File: src/rtl/arb_pkg.sv
// Shared definitions for the round-robin hold arbiter.
// Contents:
//   ST_IDLE / ST_GRANT : FSM state encoding
//   id_width()         : width of a requester index, never below 1 bit
//   cnt_width()        : width of a counter that must reach max_hold without wrapping
package arb_pkg;

  localparam logic ST_IDLE  = 1'b0;
  localparam logic ST_GRANT = 1'b1;

  localparam int unsigned DEF_N        = 3;
  localparam int unsigned DEF_MAX_HOLD = 8;

  function automatic int unsigned id_width(int unsigned n);
    return (n > 1) ? $clog2(n) : 1;
  endfunction

  function automatic int unsigned cnt_width(int unsigned max_hold);
    return $clog2(max_hold + 1);
  endfunction

endpackage

File: src/rtl/rr_pick.sv
// Cyclic first-set-bit finder used by the round-robin arbiter.
// Ports:
//   req   [N-1:0]  request vector
//   ptr   [IW-1:0] search start index (0..N-1)
//   valid          any request set
//   idx   [IW-1:0] first set index at or after ptr, wrapping modulo N
module rr_pick
  import arb_pkg::*;
#(
  parameter int unsigned N  = DEF_N,
  parameter int unsigned IW = id_width(DEF_N)
) (
  input  logic [N-1:0]  req,
  input  logic [IW-1:0] ptr,
  output logic          valid,
  output logic [IW-1:0] idx
);

  logic [N-1:0]  rot;
  logic [IW-1:0] off;
  logic [IW:0]   sum;

  always_comb begin
    // Rotating the doubled vector right by ptr puts req[ptr] at bit 0, so a
    // plain lowest-bit priority encode gives the cyclic distance from ptr.
    rot   = N'({req, req} >> ptr);
    valid = |req;
    off   = '0;
    for (int i = N - 1; i >= 0; i--) begin
      if (rot[i]) off = IW'(i);
    end
    sum = {1'b0, ptr} + {1'b0, off};
    if (sum >= (IW + 1)'(N)) idx = IW'(sum - (IW + 1)'(N));
    else                     idx = IW'(sum);
  end

endmodule

File: src/rtl/rr_hold_arbiter.sv
// Round-robin arbiter with bounded grant tenure.
// A holder keeps the grant while its req stays high; after MAX_HOLD cycles it
// is pre-empted only if someone else is waiting. Every owner change passes
// through one IDLE cycle with gnt low.
// Ports:
//   clk      clock, all logic on posedge
//   reset    synchronous active-low reset
//   req      [N-1:0] request vector
//   gnt      [N-1:0] registered one-hot grant
//   gnt_id   index of current holder, 0 when idle
//   busy     any grant active
//   expired  one-cycle pulse on the edge a holder is pre-empted
module rr_hold_arbiter
  import arb_pkg::*;
#(
  parameter int unsigned N        = DEF_N,
  parameter int unsigned MAX_HOLD = DEF_MAX_HOLD
) (
  input  logic                 clk,
  input  logic                 reset,
  input  logic [N-1:0]         req,
  output logic [N-1:0]         gnt,
  output logic [$clog2(N)-1:0] gnt_id,
  output logic                 busy,
  output logic                 expired
);

  localparam int unsigned IW = id_width(N);
  localparam int unsigned HW = cnt_width(MAX_HOLD);

  logic          state_q, state_d;
  logic [N-1:0]  gnt_q, gnt_d;
  logic [IW-1:0] gnt_id_q, gnt_id_d;
  logic          busy_q, busy_d;
  logic          expired_q, expired_d;
  logic [IW-1:0] ptr_q, ptr_d;
  logic [HW-1:0] hold_q, hold_d;

  logic          pick_valid;
  logic [IW-1:0] pick_idx;
  logic          holder_req;
  logic          others_req;
  logic [IW-1:0] ptr_after;

  rr_pick #(
    .N  (N),
    .IW (IW)
  ) u_pick (
    .req   (req),
    .ptr   (ptr_q),
    .valid (pick_valid),
    .idx   (pick_idx)
  );

  // gnt_q is one-hot for the holder, so it doubles as the holder mask.
  assign holder_req = |(req & gnt_q);
  assign others_req = |(req & ~gnt_q);
  assign ptr_after  = (gnt_id_q == IW'(N - 1)) ? '0 : gnt_id_q + IW'(1);

  always_comb begin
    state_d   = state_q;
    gnt_d     = gnt_q;
    gnt_id_d  = gnt_id_q;
    busy_d    = busy_q;
    expired_d = 1'b0;
    ptr_d     = ptr_q;
    hold_d    = hold_q;

    case (state_q)
      ST_IDLE: begin
        if (pick_valid) begin
          state_d  = ST_GRANT;
          gnt_d    = N'(1) << pick_idx;
          gnt_id_d = pick_idx;
          busy_d   = 1'b1;
          hold_d   = HW'(1);
        end
      end
      default: begin
        if (!holder_req || (hold_q == HW'(MAX_HOLD) && others_req)) begin
          // Release or pre-empt: both hand over via an IDLE slot.
          state_d   = ST_IDLE;
          gnt_d     = '0;
          gnt_id_d  = '0;
          busy_d    = 1'b0;
          ptr_d     = ptr_after;
          expired_d = holder_req;
        end else if (hold_q != HW'(MAX_HOLD)) begin
          hold_d = hold_q + HW'(1);
        end
      end
    endcase
  end

  always_ff @(posedge clk) begin
    if (!reset) begin
      state_q   <= ST_IDLE;
      gnt_q     <= '0;
      gnt_id_q  <= '0;
      busy_q    <= 1'b0;
      expired_q <= 1'b0;
      ptr_q     <= '0;
      hold_q    <= '0;
    end else begin
      state_q   <= state_d;
      gnt_q     <= gnt_d;
      gnt_id_q  <= gnt_id_d;
      busy_q    <= busy_d;
      expired_q <= expired_d;
      ptr_q     <= ptr_d;
      hold_q    <= hold_d;
    end
  end

  assign gnt     = gnt_q;
  assign gnt_id  = gnt_id_q;
  assign busy    = busy_q;
  assign expired = expired_q;

endmodule
File: config.mk
export PLATFORM = sky130hd
export DESIGN_NAME = rr_hold_arbiter
export DESIGN_NICKNAME = d
export VERILOG_FILES = /design/src/rtl/arb_pkg.sv /design/src/rtl/rr_pick.sv /design/src/rtl/rr_hold_arbiter.sv
export SDC_FILE = /design/constraint.sdc
export NUM_CORES = 1
export LEC_CHECK = 0
export CORE_MARGIN = 10
export CORE_UTILIZATION = 34
export DETAILED_ROUTE_END_ITERATION = 8
export SLEW_MARGIN = 0
export SYNTH_ARGS = -nofsm -noshare
export SYNTH_HDL_FRONTEND = slang
export SYNTH_SLANG_ARGS = --single-unit
File: constraint.sdc
create_clock -name clk -period 8.4 [get_ports clk]
set_input_delay 1.68 -clock clk [delete_from_list [all_inputs] [get_ports clk]]
set_output_delay 1.68 -clock clk [all_outputs]
set_load 0.01 [all_outputs]
Word-level counts from Yosys, hierarchy flattened --
Cells that the tools add are included.
Word-level totals: flip-flop bits (word level) 14, latch bits 0, bits in writable memories 0, bits in read-only memories 0, bits of input ports 5, output and inout bits 7, word-level logic and storage cells 55, memories 0
Operators by class: $add $sub $neg 4, multiply operators 0, divide/modulo/power cells 0, $lt $le $gt $ge 1, equal/unequal tests 6, shift-type cells 2, muxes and demuxes 21, bitwise logic cells 3, reductions and logical operators 11
Operators with widths (number):
- 2-bit two-way mux | 8
- 4-bit two-way mux | 4
- 3-bit two-way mux | 3
- 3-bit OR reduction | 3
- 3-bit AND | 2
- 1-bit two-way mux | 6
- 3-bit AND reduction | 2
- 6-bit by 2-bit >> shifter with 3-bit output | 1
- 4-bit by 1-bit adder with 4-bit output (second input constant) | 1
- 4-bit equality test (second input constant) | 1
- 2-bit by 1-bit inequality test with 1-bit output (second input constant) | 2
- 4-bit inequality test (second input constant) | 1
- 2-bit AND reduction | 2
- 2-bit by 2-bit adder with 3-bit output | 1
- 3-bit by 2-bit greater-or-equal comparator with 1-bit output (second input constant) | 1
- 3-bit NOT | 1
- 1-bit by 2-bit << shifter with 3-bit output (first input constant) | 1
- 2-bit by 1-bit adder with 2-bit output (second input constant) | 1
- 2-bit equality test (second input constant) | 1
- 2-bit inequality test (second input constant) | 1
- 2-bit nonzero test | 1
- 2-bit subtractor (second input constant) | 1
- 1-bit logical AND | 1
- 1-bit zero test | 1
- 1-bit logical OR | 1

Longest topological paths before layout --
Gate-level depths: netlist of run 1.
depth after elaboration 10, depth in mapped cells 13, depth with buffers taken out 13

By module --
Synthesis of run 1 repeated with hierarchy kept, for this count alone.
Unflattened totals: cells, all modules 96, area total of the unflattened synthesis 833.3 µm²
Modules (own cells, without submodules):
- rr_hold_arbiter | instances 1, cells an instance 74, area each 650.6 µm², sequential area each 280.3 µm²
- rr_pick | instances 1, cells an instance 22, area each 182.7 µm², sequential area each 0.0 µm²

Worst setup path after synthesis of run 1 --
No wires, ideal clock.
path type input to register, start point input port req[0], end point register gnt_q[0], in the netlist gnt[0], setup time 124 ps, arrival 3667 ps, required time 8276 ps, path slack 4610 ps, cell stages on the path 13, cells stage by stage clkbuf_2 > nor3b_1 > a21oi_1 > o21ai_0 > ha_1 > inv_1 > fa_1 > inv_1 > ha_1 > nand3b_1 > a21oi_1 > nand4b_1 > o21ai_0
On the way: cells in the longest elaborated chain, start to end 10
Ends and longest elaborated chain:
- from (decl) | RTL line rr_hold_arbiter.sv:21 | input logic [N-1:0] req,
- 6-bit by 2-bit >> shifter with 3-bit output | RTL line rr_pick.sv:26 | rot = N'({req, req} >> ptr);
- 2-bit two-way mux (3 in a row) | RTL line rr_pick.sv:30 | if (rot[i]) off = IW'(i);
- 2-bit by 2-bit adder with 3-bit output | RTL line rr_pick.sv:32 | sum = {1'b0, ptr} + {1'b0, off};
- 3-bit by 2-bit greater-or-equal comparator with 1-bit output / 2-bit subtractor (equally long branches) | RTL line rr_pick.sv:33 | if (sum >= (IW + 1)'(N)) idx = IW'(sum - (IW + 1)'(N));
- 2-bit two-way mux | RTL line rr_pick.sv:33
- 1-bit by 2-bit << shifter with 3-bit output | RTL line rr_hold_arbiter.sv:73 | gnt_d = N'(1) << pick_idx;
- 3-bit two-way mux | RTL line rr_hold_arbiter.sv:71 | if (pick_valid) begin
- 3-bit two-way mux | RTL line rr_hold_arbiter.sv:69 | case (state_q)
- to (signal assigned) | RTL line rr_hold_arbiter.sv:106 | gnt_q <= gnt_d;
- to (decl) | RTL line rr_hold_arbiter.sv:32 | logic [N-1:0] gnt_q, gnt_d;
Parallel ways exist; a longest one is shown, timed or not. The select of a mux whose other input is x is not followed. A chain may end at the register's enable or synchronous reset.

Worst setup path in the final report of run 1 --
start point input port req[1], end point register gnt_q[0], in the netlist gnt[0]
Same word-level chain as after synthesis.

==> impl_metrics.ini, run 1 <==
[outcome]
run_status = complete, no violations

[synthesis]
avgSynthCellArea_sq_um = 8.19
synthTopCellsByArea = dfxtp_1 34%, ha_1 6.0%, nand3_1 4.8%
synth.area.mux_share_pct = 2.40
synth_top_area_share_pct = 33.5
synth_compound_area_share_pct = 18.3
yosys_warnings = 0
synth-edff-count = 0
syn_area_sq_um = 836
synthFlopType = dfxtp_1
synth_xor_area_share_pct = 0
syn_nets = 112
yosys.area.top_type = dfxtp_1
synth_seq_cells = 14
synth_cell_types = 33
synth_top_cells_by_count = 14 x dfxtp_1, 10 x nand2_1, 8 x nand3_1, 8 x o21ai_0, 7 x inv_1
synth_top_family_by_area = simple AND/OR/NAND/NOR gates
async_reset_ff_share_pct = 0
synth-simple-area-share_pct = 32.2
synthAdderAreaFrac_pct = 8.38
yosysSeqAreaShare_pct = 33.5
yosysMostFrequentCell = dfxtp_1
synthCells = 102

[global_routing]
antenna_found_initial = 0
grt_start_max_net_pins = 25
grt.overflow.total = 0
use_met3_pct = 3.42
gr-usage-met1_pct = 9.82
grt_pass1_wl_um = 3150
grtUsageMet2_pct = 10.5
grt.busiest_layer = met2
grt_usage_pct = 7.63
grt_pass1_vias = 686

[power_and_ir_drop]
pwr-share-seq_pct = 38.7
pwr-share-comb_pct = 41.1
powerDensity_nw_per_um2 = 248
swShare_pct = 37.6
clockPowerShare_pct = 20.2
internal-power_uw = 155
total_leakage_power_uw = 0.000397
power.switching_uw = 93.2
ir_drop_v = 0.000128

[worst_hold_path]
hp-class = flip-flop to flip-flop

[cts]
ctsResizeCount = 0
clk_pin_slew_ns = 0.09
cts_setup_buffers = 0
ctsHoldBuffers = 0
cts_tree = yes
insertion_delay_ns = 0.28
cts_buffers = 3
cts_sinks = 14
root_buffer = clkbuf_4
htreeDepth = 1
cts_buffer_depth = 2

[routing]
route.detailed.drc = 0
drt_iter0_markers = 57
drt-total-wl_um = 1850
avgRoutedWirePerCell_um = 13.1
drtPass1Iterations = 5
routed-via-count = 785
vias_per_cell = 5.57
ant_nets = 0

[sta]
slew_headroom_pct = 49.2
skew_ns = 0.00175
finalSetupTns_ns = 0
min_period_ns = 4.34
setup_viol = 0
fmax_mhz = 230
period_share_pct = 51.7
maxSlewViolCount = 0
hold_viol_final = 0
worstMarginPinSlew_ns = 0.759
rsz0062_at_grt = false
hold_ws_ns = 0.505

[finish]
drive_gt1_share_pct = 5.31
area_delta_synth_final_pct = 19.6
final_nets = 124
regArea_sq_um = 280
fill_cells = 221
multi_input_area_sq_um = 512
diodes = 0

[setup_path]
worstPathRequired_ns = 8.57
path_max_fanout = 7
arrival_ns = 4.51
start_kind = input pin
critPathKind = input pin to flip-flop
critPathCaptureType = flip-flop

[floorplanning]
die-height_um = 69.6
ioPinCount = 12
rows = 17
die_area_sq_um = 4840
core_area_sq_um = 2280
initial_core_util_pct = 36.7
die_x_um = 69.6

[placement]
port_buffers = 11
dp_hpwl_um = 1390
place_congestion = 0.735

[run]
cap_viol_max_count = 0
-- power groups by stage --
stage | clock network (uW) | logic [uW] | registers [uW]
floorplan | 0 | 64.3 | 98.2
global placement | 0 | 101 | 96.7
detailed placement | 0 | 102 | 97.7
CTS | 52.1 | 103 | 96.3
global route | 55.0 | 117 | 99.0
finish | 50.1 | 102 | 96.2
-- metrics by stage --
| stage | setup slack (ns) | std cells | util [%] | area [sq um] | total power (uW) |
|---|---|---|---|---|---|
| after detailed placement | 3.74 | 137 | 42.3 | 963 | 200 |
| after floorplan | 4.61 | 102 | - | 836 | 162 |
| after CTS | 4.04 | 141 | 43.9 | 1000 | 251 |
| after global placement | 3.81 | 137 | 42.3 | 963 | 198 |
| after global routing | 3.76 | 141 | 43.9 | 1000 | 271 |
| final | 4.06 | 141 | 43.9 | 1000 | 248 |
-- state kept, by name, summed over array words and instances (netlist names) --
register	count
gnt	3
state_q	1
hold_q	4
expired	1
ptr_q	2
gnt_id	2
busy	1
-- metal layers --
metal	routed length, um	up-vias
met2	805	25
met5	0	-
met4	10	0
li1	-	393
met1	871	365
met3	165	2
-- critical path: stages --
cell and delay (ns):
clkdlybuf4s50_1 0.57, inv_1 0.10, nor3b_1 0.21, a21oi_1 0.06, o21ai_0 0.23, ha_1 0.19, inv_1 0.05, fa_1 0.50
inv_1 0.05, ha_1 0.18, nand3b_1 0.17, a21oi_1 0.27, nand4b_1 0.16, o21ai_0 0.11
-- cell families after synthesis --
family / Yosys count
muxes: 2
adders and majority gates: 5
buffers and inverters: 11
AOI/OAI and AO/OA: 22
DFF: 14
and+or+nand+nor: 48
-- area by class of cell --
cell class              count  area share [%]
clock buffers               4            3.63
flip-flops and latches     14            28.0
repair buffers             11            11.0
well taps                  28            3.50
multi-input cells          77            51.2
inverters                   7            2.63
-- cell usage in the layout, fill, tap and decap left out --
| cell type | netlist | routed |
|---|---|---|
| o22ai_1 | 1 | 1 |
| mux2i_1 | 2 | 2 |
| o211ai_1 | 1 | 1 |
| a311o_1 | 1 | 1 |
| a222oi_1 | 1 | 1 |
| a21o_1 | 1 | 1 |
| clkbuf_8 | 0 | 1 |
| and3_1 | 2 | 2 |
| nor3b_1 | 5 | 5 |
| nand4_1 | 2 | 2 |
| a41oi_1 | 1 | 1 |
| clkbuf_4 | 0 | 3 |
| nor2_1 | 5 | 5 |
| o2bb2ai_1 | 1 | 1 |
| and3b_2 | 1 | 1 |
| inv_1 | 7 | 7 |
| clkdlybuf4s50_1 | 0 | 11 |
| o221ai_1 | 1 | 1 |
| nor3_1 | 3 | 3 |
| fa_1 | 1 | 1 |
| nand3b_1 | 4 | 4 |
| nand2_2 | 1 | 1 |
| a21oi_1 | 3 | 3 |
| o211a_1 | 3 | 3 |
| dfxtp_1 | 14 | 14 |
| nand2b_1 | 3 | 3 |
| nand3_1 | 8 | 8 |
| ha_1 | 4 | 4 |
| nand2_1 | 10 | 10 |
| and2_1 | 1 | 1 |
| or2_1 | 1 | 1 |
| o21ai_0 | 8 | 8 |
| nand4b_1 | 2 | 2 |
-- final timing paths --
kind | to | cells after the start | from | slack, ns
setup / recovery | gnt[0] | 14 | req[1] | 4.06
hold / removal | hold_q[1] | 2 | hold_q[1] | 0.50
setup reg to reg | gnt[0] | 12 | ptr_q[0] | 5.59
hold reg to reg | hold_q[1] | 2 | hold_q[1] | 0.50
Note: power is estimated with default switching activity, not from simulation.
==> run 2, diff against run 1 <==
==> constraint.sdc (replaced) <==
create_clock -name clk -period 3.7 [get_ports clk]
set_input_delay 0.74 -clock clk [delete_from_list [all_inputs] [get_ports clk]]
set_output_delay 0.74 -clock clk [all_outputs]
set_load 0.01 [all_outputs]
==> impl_metrics.ini, run 2 (synthesized netlist as in run 1, its figures left out) <==
[finish]
fill_cells = 231
stdcell_count = 142
layout_common_cells = 14 x dfxtp_1, 11 x clkdlybuf4s50_1, 10 x nand2_1
layout_commonest_cell = dfxtp_1
top_register = hold_q
area_delta_synth_final_pct = 20.5
fin_area_sq_um = 1010
final_nets = 125
diodes = 0
drive_gt1_share_pct = 6.14
largest_reg_flops = 4

[sta]
hold_ws_ns = 0.507
slew_headroom_pct = 49.4
hold_viol_final = 0
period_share_pct = 90.3
min_period_ns = 3.34
worstMarginPinSlew_ns = 0.757
setup_viol = 0
skew_ns = 0.00111
setup_ws_ns = 0.358
fmax_mhz = 299
rsz0062_at_grt = false
maxSlewViolCount = 0
finalSetupTns_ns = 0

[outcome]
run_status = complete, no violations

[cts]
clk_pin_slew_ns = 0.09
ctsHoldBuffers = 0
cts_setup_buffers = 0
root_buffer = clkbuf_4
insertion_delay_ns = 0.28
cts_buffers = 3
ctsResizeCount = 0
cts_tree = yes
cts_sinks = 14
htreeDepth = 1
cts_buffer_depth = 2

[global_routing]
grt_start_max_net_pins = 25
grt.overflow.total = 0
antenna_found_initial = 0
grt_usage_pct = 7.47
grt_pass1_vias = 691
grt_pass1_wl_um = 3080

[setup_path]
critPathKind = input pin to flip-flop
cpMostUsedCell = inv_1
start_kind = input pin
critPathCaptureType = flip-flop
critPathBufInv = 4
crit_slowest_cell = clkdlybuf4s50_1
slowest_delay_ns = 0.58
arrival_ns = 3.51
crit_family = adder cells
worstPathCellList = clkdlybuf4s50_1 -> inv_1 -> nor3b_1 -> a21oi_1 -> o21ai_0 -> ha_1 -> inv_1 -> fa_1 -> inv_1 -> ha_1 -> nand3b_1 -> a21oi_1 -> nand4b_1 -> o21ai_0
path_max_fanout = 7
worstPathRequired_ns = 3.87

[routing]
routed-via-count = 762
avgRoutedWirePerCell_um = 12.7
drtPass1Iterations = 4
drt_iter0_markers = 63
route.detailed.drc = 0
drt-total-wl_um = 1800
ant_nets = 0
vias_per_cell = 5.37

[placement]
port_buffers = 11
place_ws_ns = 0.0651
place_congestion = 0.757
place_area_sq_um = 971
placed_cells = 138
dp_hpwl_um = 1340

[power_and_ir_drop]
powerDensity_nw_per_um2 = 558
total_leakage_power_uw = 0.000401
ir_drop_v = 0.000302

[floorplanning]
initial_core_util_pct = 36.7
die_area_sq_um = 4840
core_area_sq_um = 2280
die_x_um = 69.6
ioPinCount = 12
rows = 17
die-height_um = 69.6

[run]
cap_viol_max_count = 0

[worst_hold_path]
hp-class = flip-flop to flip-flop
## run 2: cell types whose count changed in the layout (fill, tap and decap cells not counted)
cell   previous run  this run
buf_4             0         1
## run 2: per-stage QoR
stage | power [uW] | util (%)
finish | 562 | 44.3
global route | 612 | 44.3
CTS | 567 | 44.3
detailed placement | 454 | 42.7
global placement | 451 | 42.7
floorplan | 369 | -
## run 2: where the power goes
part / internal, uW / switching, uW / total (uW)
combinational: 111 / 120 / 231
clock: 59.9 / 51.9 / 112
sequential: 182 / 37.4 / 219
## run 2: final timing paths
kind | to | cells after the start | slack (ns) | start
max | gnt[0] | 14 | 0.36 | req[1]
min | gnt[0] | 2 | 0.51 | gnt[0]
max reg2reg | gnt[0] | 12 | 0.94 | ptr_q[0]
min reg2reg | gnt[0] | 2 | 0.51 | gnt[0]
## run 2: per-layer routing
layer / track usage [%] / wire, um
met5: 0 / 0
met4: 3.99 / 11
met3: 3.28 / 108
met2: 10.1 / 773
met1: 9.55 / 905
## run 2: final cells by class
cell class	count	area [sq um]	share of cell area [%]
inverters	7	26.3	2.61
well taps	28	35.0	3.48
repair buffers	12	118	11.7
clock buffers	4	36.3	3.60
flip-flops and latches	14	280	27.8
multi-input cells	77	512	50.8
## run 2: tightest hold or removal path: cells and delay by family (launching register included)
family | cells | cell delay (ns)
compound gates | 1 | 0.06
flops | 1 | 0.34
simple gates | 1 | 0.07
